`src/rtl/rr_arbiter_pkg.sv`:
```
// rr_arbiter_pkg: shared constants and the token-width helper for rr_arbiter.
package rr_arbiter_pkg;
   localparam int RR_DEFAULT_N = 4;
   function automatic int rr_tok_w(input int n);
      return (n > 1) ? $clog2(n) : 1;
   endfunction
endpackage

```
`src/rtl/rr_arbiter_prio_enc.sv`:
```
// rr_arbiter_prio_enc: grants the first set req bit searching upward from token with wrap-around.
module rr_arbiter_prio_enc
   import rr_arbiter_pkg::*;
#(
   parameter int N = RR_DEFAULT_N,
   localparam int W = rr_tok_w(N)
) (
   input  logic [N-1:0] req,
   input  logic [W-1:0] token,
   output logic [N-1:0] gnt,
   output logic [W-1:0] gnt_idx
);
   function automatic logic [W-1:0] rot_idx(input logic [W-1:0] t, input int k);
      return W'((int'(t) + k) % N);
   endfunction
   // Scan from the farthest offset down so the nearest requester overwrites the result.
   always_comb begin
      gnt = '0;
      gnt_idx = '0;
      for (int k = N - 1; k >= 0; k--) begin
         if (req[rot_idx(token, k)]) begin
            gnt = '0;
            gnt[rot_idx(token, k)] = 1'b1;
            gnt_idx = rot_idx(token, k);
         end
      end
   end
endmodule

```
`src/rtl/rr_arbiter.sv`:
```
// rr_arbiter: round-robin arbiter with rotating priority token.
// Define RR_ARBITER_GNT_REG_EN to register gnt (one-cycle latency); default is combinational.
module rr_arbiter
   import rr_arbiter_pkg::*;
#(
   parameter int N = RR_DEFAULT_N
) (
   input  logic         clk,
   input  logic         rstn,
   input  logic [N-1:0] req,
   output logic [N-1:0] gnt
);
   localparam int W = rr_tok_w(N);
   logic [W-1:0] pr_token_cntr, pr_token_cntr_d, gnt_idx;
   logic [N-1:0] gnt_c;
   rr_arbiter_prio_enc #(.N(N)) u_prio_enc (
      .req     (req),
      .token   (pr_token_cntr),
      .gnt     (gnt_c),
      .gnt_idx (gnt_idx)
   );
   // Explicit wrap keeps the token below N for non-power-of-2 sizes.
   always_comb
      pr_token_cntr_d = rstn ? '0
                      : !(|gnt_c) ? pr_token_cntr
                      : (gnt_idx == W'(N - 1)) ? '0
                      : gnt_idx + 1'b1;
   always_ff @(posedge clk)
      pr_token_cntr <= pr_token_cntr_d;
`ifdef RR_ARBITER_GNT_REG_EN
   logic [N-1:0] gnt_q, gnt_d;
   always_comb gnt_d = rstn ? '0 : gnt_c;
   always_ff @(posedge clk)
      gnt_q <= gnt_d;
   assign gnt = rstn ? '0 : gnt_q;
`else
   assign gnt = rstn ? '0 : gnt_c;
`endif
endmodule

```
`config.mk`:
```
export PLATFORM = sky130hd
export DESIGN_NAME = rr_arbiter
export DESIGN_NICKNAME = d
export VERILOG_FILES = /design/src/rtl/rr_arbiter_pkg.sv /design/src/rtl/rr_arbiter_prio_enc.sv /design/src/rtl/rr_arbiter.sv
export SDC_FILE = /design/constraint.sdc
export NUM_CORES = 1
export LEC_CHECK = 0
export CAP_MARGIN = 10
export CORE_MARGIN = 4
export CORE_UTILIZATION = 40
export DETAILED_ROUTE_END_ITERATION = 10
export HOLD_SLACK_MARGIN = 0.12
export PLACE_DENSITY = 0.72
export SLEW_MARGIN = 20
export SYNTH_ARGS = -nofsm -noshare
export SYNTH_HDL_FRONTEND = slang
export SYNTH_HIERARCHICAL = 1
export SYNTH_SLANG_ARGS = --single-unit
export TNS_END_PERCENT = 5
```
`constraint.sdc`:
```
create_clock -name clk -period 4.25 [get_ports clk]
set_input_delay 0.85 -clock clk [delete_from_list [all_inputs] [get_ports clk]]
set_output_delay 0.85 -clock clk [all_outputs]
set_load 0.1 [all_outputs]
```
==> results.txt <==
----------------------------------------------------
[Placement]
  Final HPWL from detailed placement ... 1150 um
  Post-place setup slack ... 148 ps
  Count of port buffers added during placement ... 9
  Gpl congestion ... 0.900
  Placed inst area ... 816 um^2

[Yosys]
  Instance count of the mapped netlist ... 74
  Proportion of synthesized chip area in sequential cells ... 0.0631
  Number of storage elements in the synthesis netlist ... 2
  Top-area cell type share of the netlist area ... 0.178
  Number of distinct library cell variants in the gate-level netlist after synthesis ... 35
  Cell taking the most area after synthesis ... sky130_fd_sc_hd__ha_1
  Avg Synthesized Cell Area ... 8.57 um^2
  Yosys warns ... 6
  Syn nets ... 89
  Total standard cell area after synthesis ... 634 um^2
  Cells taking the most area after synthesis ... sky130_fd_sc_hd__ha_1, sky130_fd_sc_hd__dfxtp_1, sky130_fd_sc_hd__mux2i_1, sky130_fd_sc_hd__nor2b_1, sky130_fd_sc_hd__mux2_2

[Detailed routing]
  Wire length reported by the detailed router ... 1480 um
  Antenna violation net count after detailed routing ... 0
  WL/cell ... 14.0 um
  Violation count after the first detailed-routing iteration ... 23
  Via count ... 633
  Final routed DRC violation total ... 0
  Drt first pass iters ... 4
  Average via count per standard cell ... 5.97

[Timing]
  Rel. slew slack ... 0.718
  Final count of hold timing violations ... 0
  Post-route clock skew ... 7.23 ps
  Setup repair after global routing missed its margin ... no
  Achievable frequency ... 0.244 GHz
  Final cycle utilization of the critical path ... 0.965
  Fin worst setup slack ... 148 ps
  Setup TNS ... 0 ps
  Shortest clock period the worst path allows after layout ... 4100 ps
  Worst-Margin Slew ... 412 ps
  Worst hold margin ... 659 ps
  Max Slew Vio Count ... 0
  # setup viols final ... 0

[Pwr]
  Max VDD drop ... 0.380 mV
  Leakage component of the power ... 0.340 nW
  Final Total Pwr ... 0.641 mW
  Power density normalized to cell area ... 765 nW/um^2

[Clock tree]
  Clock-pin transition on the worst setup and hold timing paths ... 30 ps
  Clk sink count ... 2
  Post-CTS resize count ... 0
  Post-CTS setup-driven buffer insertion count ... 0
  Number of buffers inserted by hold repair at cts ... 0
  Number of buffers created by CTS ... 3
  Deepest clock path buffer count ... 2
  CTS tree ... done
  H-tree Lvls ... 1
  Clk Latency, worst-skew pair ... 230 ps
  Root buf cell ... sky130_fd_sc_hd__clkbuf_4

[Worst hold path]
  Path type of the worst min-delay path ... reg2reg

[Status]
  Result of the run ... finished clean

[Final layout]
  Number of flip-flops under the largest register name ... 2
  Syn-to-layout area delta ... 32.1%
  Antenna cell count ... 0
  Final Cell Area ... 838 um^2
  Leading cell types in the layout, fill and taps excluded ... sky130_fd_sc_hd__ha_1, sky130_fd_sc_hd__buf_4, sky130_fd_sc_hd__nor2b_1, sky130_fd_sc_hd__clkdlybuf4s50_1, sky130_fd_sc_hd__nand4_1
  Biggest regs ... pr_token_cntr (2)
  Register with the most flip-flops ... pr_token_cntr
  # nets final ... 107
  Most common cell after layout, fill and taps aside ... sky130_fd_sc_hd__ha_1
  Fraction of final layout cells sized beyond drive strength 1 ... 0.256

[Setup path]
  Required arrival time at the worst endpoint ... 3400 ps
  Max Fanout on Critical Path ... 8
  Crit Path Category ... in2out
  Startpoint class of the critical path ... input pin
  Worst endpoint data arrival time ... 3250 ps
  Worst Setup End Kind ... primary output

[Floorplanning]
  Number of standard-cell rows in the floorplan ... 14
  Die boundary height ... 47.8 um
  Floorplan die area ... 2290 um^2
  Number of ports placed on the die boundary ... 10
  Die width ... 47.8 um
  Area of the core ... 1510 um^2
  Initial core utilization ... 0.421

[Global routing]
  Largest net degree at the start of global routing ... 14
  Total congestion overflow ... 0
  Global-route wire length before repair ... 2580 um
  Number of global-route vias before repair ... 617
  Initial antenna violation count ... 0
  Overall routing resource usage ... 0.159

[Job]
  Number of maximum-capacitance violations ... 0

----------------------------------------------------
final timing paths:
kind                 endpoint             start  cells past startpoint  slack, ps
max                    gnt[2]            req[1]                      7        150
min          pr_token_cntr[1]  pr_token_cntr[1]                      3        660
max reg2reg  pr_token_cntr[0]  pr_token_cntr[1]                      8       1550
min reg2reg  pr_token_cntr[1]  pr_token_cntr[1]                      3        660
Yosys cell counts:
library cell,number
sky130_fd_sc_hd__ha_1,9
sky130_fd_sc_hd__nor3b_1,1
sky130_fd_sc_hd__o21a_1,1
sky130_fd_sc_hd__a41oi_1,1
sky130_fd_sc_hd__o21ai_0,2
sky130_fd_sc_hd__nand3b_1,1
sky130_fd_sc_hd__a31oi_1,3
sky130_fd_sc_hd__and2b_2,1
sky130_fd_sc_hd__nor2_1,4
sky130_fd_sc_hd__o22ai_1,1
sky130_fd_sc_hd__nor4_4,1
sky130_fd_sc_hd__inv_1,3
sky130_fd_sc_hd__nand2_1,1
sky130_fd_sc_hd__mux2_1,1
sky130_fd_sc_hd__o2bb2ai_1,1
sky130_fd_sc_hd__a211o_2,1
sky130_fd_sc_hd__nand3_1,2
sky130_fd_sc_hd__and3_2,1
sky130_fd_sc_hd__mux4_1,1
sky130_fd_sc_hd__nand4_1,5
sky130_fd_sc_hd__a21oi_1,3
sky130_fd_sc_hd__nand2b_1,3
sky130_fd_sc_hd__mux2_2,3
sky130_fd_sc_hd__a22oi_1,3
sky130_fd_sc_hd__mux4_2,1
sky130_fd_sc_hd__mux2i_1,4
sky130_fd_sc_hd__o211ai_1,1
sky130_fd_sc_hd__or3b_2,1
sky130_fd_sc_hd__dfxtp_1,2
sky130_fd_sc_hd__a21o_1,2
sky130_fd_sc_hd__nor3_1,1
sky130_fd_sc_hd__or4_1,1
sky130_fd_sc_hd__clkbuf_2,1
sky130_fd_sc_hd__buf_6,1
sky130_fd_sc_hd__nor2b_1,6
layer usage:
metal / share of wire / track usage
met3: 0.032 / 0.0714
met2: 0.49 / 0.235
met1: 0.48 / 0.203
met4: 0 / 0.0538
met5: 0 / 0
worst max-delay path, stage by stage:
cell                              delay (ps)
sky130_fd_sc_hd__clkdlybuf4s50_1         520
sky130_fd_sc_hd__mux4_2                  590
sky130_fd_sc_hd__or4_1                   520
sky130_fd_sc_hd__a21o_1                  160
sky130_fd_sc_hd__o211ai_1                150
sky130_fd_sc_hd__nor2b_2                 260
sky130_fd_sc_hd__buf_12                  190
final cells by class:
type / instances / area [um^2]
Multi-Input combinational cell: 67 / 569
Sequential cell: 2 / 40.0
Tap cell: 16 / 20.0
Inverter: 3 / 11.3
Clock buffer: 3 / 22.5
Fill cell: 137 / 668
Timing Repair Buffer: 15 / 175
report_power, final:
part           switching [mW]  internal, mW
logic                   0.336         0.230
clock network          0.0128        0.0313
registers             0.00361        0.0270
total                   0.353         0.288
cell families (layout without fill, tap and decap cells):
kind of cell / after synthesis / in the layout / synth area share
flip-flops: 2 / 2 / 0.0631
AND/OR/NAND/NOR: 29 / 29 / 0.300
buffers and inverters: 5 / 21 / 0.0434
multiplexers: 10 / 10 / 0.211
AO/OA/AOI/OAI: 19 / 19 / 0.205
adder cells (fa/ha/maj): 9 / 9 / 0.178
through the flow:
step | utilization | cells
6_report | 0.556 | 106
5_1_grt | 0.556 | 106
3_3_place_gp | 0.542 | 103
3_5_place_dp | 0.542 | 103
2_1_floorplan | - | 74
4_1_cts | 0.556 | 106
Power figures use the tool's default switching activity.
==> patch (same flow settings) <==
Build with the macro `RR_ARBITER_GNT_REG_EN` defined.
--- a/src/rtl/rr_arbiter.sv
+++ b/src/rtl/rr_arbiter.sv
@@ -2,2 +2,4 @@
 // Define RR_ARBITER_GNT_REG_EN to register gnt (one-cycle latency); default is combinational.
+`define RR_ARBITER_GNT_REG_EN
+
 module rr_arbiter
Check against the original RTL: not equivalent (a bounded check fails within 4 cycles, from zero or initial values and one cycle with rstn high).
==> patch against the unedited design <==
  * Worst setup slack improved by 0.97 ns
  * Cell count increased by 10%
  * Sequential cell count increased by 4
  * Design area increased by 2.2%
  * Register-to-register slack got worse by 0.43 ns
  * Wire length increased by 6.4%
  * Count of clock-buffer cells in the layout unchanged
  * Power decreased by 8.5%
  * Largest power group unchanged
  * Non-clock buffer count decreased by 6
  * Sequential share of layout area increased by 9.2 points
  * Synthesized area increased by 17%
==> patch: results (changes against the unedited design) <==
[outcome]
status = completed  ; unchanged

[yosys]
synth_seq_area_share = 0.1616  ; was 0.06312
synthTopCellsByArea = dfxtp_1, ha_1, nor2b_1  ; was ha_1, dfxtp_1, mux2i_1
syn-num-nets = 98  ; was 89
async_reset_ff_frac = 0  ; unchanged
synth_cell_type_count = 36  ; was 35
netlist_instances = 83  ; was 74
yosys-top-cells-count = nor2b_1, ha_1, dfxtp_1, nand4_1  ; was ha_1, nor2b_1, nand4_1, mux2i_1, nor2_1

[critical_path]
critPathMaxStageDelay_ns = 0.66  ; was 0.59 ns
cp_top_family = multiplexers  ; was simple AND/OR/NAND/NOR gates
cp_max_fo = 14  ; was 8
r2r-start = pr_token_cntr[0]$_SDFFE_PP0P_  ; was pr_token_cntr[1]$_SDFFE_PP0P_
cp_data_arrival_time_ns = 3.27  ; was 3.25 ns
cp_slowest_cell = dfxtp_1  ; was mux4_2
path_class = flip-flop to flip-flop  ; was primary input to output port

[power]
max-vdd-ir-drop_v = 0.0002408  ; was 0.0003801 V
leakage_uw = 0.0003389  ; was 0.0003400 µW

[detailed_routing]
drtIter0Drc = 33  ; was 23
routed_wl_um = 1575  ; was 1480 µm
routed_via_density = 5.709  ; was 5.972

[cts]
clk_latency_ns = 0.25  ; was 0.23 ns
cts_resized = 0  ; unchanged
path_clk_slew_ns = 0.05  ; was 0.03 ns
post_cts_buffers = 0  ; unchanged
h-tree-depth = 1  ; unchanged
cts_root_buf = clkbuf_4  ; unchanged
numCtsBuffers = 3  ; unchanged
cts.path.max_buffers = 2  ; unchanged

[timing]
finClkSkew_ns = 0.007844  ; was 0.007232 ns
worst_pin_slew_ns = 0.5915  ; was 0.4120 ns

[cells_and_area]
final_nets = 109  ; was 107
antenna_cells = 0  ; unchanged
largestRegisters = gnt_q: 4 flops, pr_token_cntr: 2 flops  ; was pr_token_cntr: 2 flops
post_route_cells_drive_above_1_share = 0.1739  ; was 0.2556
largest_reg_flops = 4  ; was 2
n_fill_cell = 169  ; was 137
finalNonFillerCells = 117  ; was 106

[min_path]
min-delay-start = pr_token_cntr[1]$_SDFFE_PP0P_  ; unchanged

[placement]
place_hpwl_um = 1204  ; was 1155 µm
place.gp.congestion = 0.8803  ; was 0.9001

[global_route]
grt_pass1_wl_um = 2808  ; was 2580 µm
grt_max_degree = 15  ; was 14
grt_pass1_vias = 601  ; was 617
grt.total_usage = 0.1403  ; was 0.1586

[patch: cell count changes in the layout (fill, tap and decap cells not counted)]
cell	unedited run	this run
buf_12	4	0
buf_4	6	4
dfxtp_1	2	6
nor2b_1	5	10
nor2b_2	1	0
[patch: through the flow]
step	power [µW]	area [µm²]	hold WS [ns]	utilization	setup WS, ns
2_1_floorplan	459.7	743.2	0.5872	-	1.028
3_3_place_gp	526.1	834.6	0.6701	0.4781	0.9039
3_5_place_dp	532.8	834.6	0.7046	0.4781	0.8604
4_1_cts	589.8	857.1	0.7131	0.4910	1.089
5_1_grt	639.5	857.1	0.7404	0.4910	0.8511
6_report	586.7	857.1	0.6979	0.4910	1.117
[patch: routing by layer]
metal,track usage,wire (µm),vias to the layer above
li1,-,-,332
met1,0.2018,710,312
met2,0.1974,774,24
met3,0.03207,90,0
met4,0.05830,0,0
met5,0,0,-
[patch: final timing paths]
check / slack (ns) / end / cells after the start
max: 1.12 / pr_token_cntr[0]$_SDFFE_PP0P_ / 8
min: 0.70 / pr_token_cntr[1]$_SDFFE_PP0P_ / 2
max reg2reg: 1.12 / pr_token_cntr[0]$_SDFFE_PP0P_ / 8
min reg2reg: 0.70 / pr_token_cntr[1]$_SDFFE_PP0P_ / 2
[patch: area by class of cell]
cell class	count	area, µm²	share of cell area
clock buffer	3	22.52	0.02628
inverter	3	11.26	0.01314
multi-input combinational	71	591.8	0.6905
sequential	6	120.1	0.1401
tap	25	31.28	0.03650
timing repair buffer	9	80.08	0.09343
[patch: worst min-delay path: stages (launching register included)]
cell	delay, ns
dfxtp_1	0.44
nand2b_1	0.13
mux2i_1	0.07
[patch: where the power goes]
group          total (µW)  internal, µW  switching, µW
Clock                53.7          32.0           21.7
Combinational         422           173            249
Sequential            111          79.5           31.5
[patch: cell families (layout without fill, tap and decap cells)]
| logic type | count (synthesis) | after routing | synth area share |
|---|---|---|---|
| AOI/OAI and AO/OA | 19 | 19 | 0.1751 |
| adders and majority gates | 9 | 9 | 0.1515 |
| buffers and inverters | 6 | 15 | 0.04207 |
| DFF | 6 | 6 | 0.1616 |
| muxes | 10 | 10 | 0.1801 |
| and+or+nand+nor | 33 | 33 | 0.2896 |
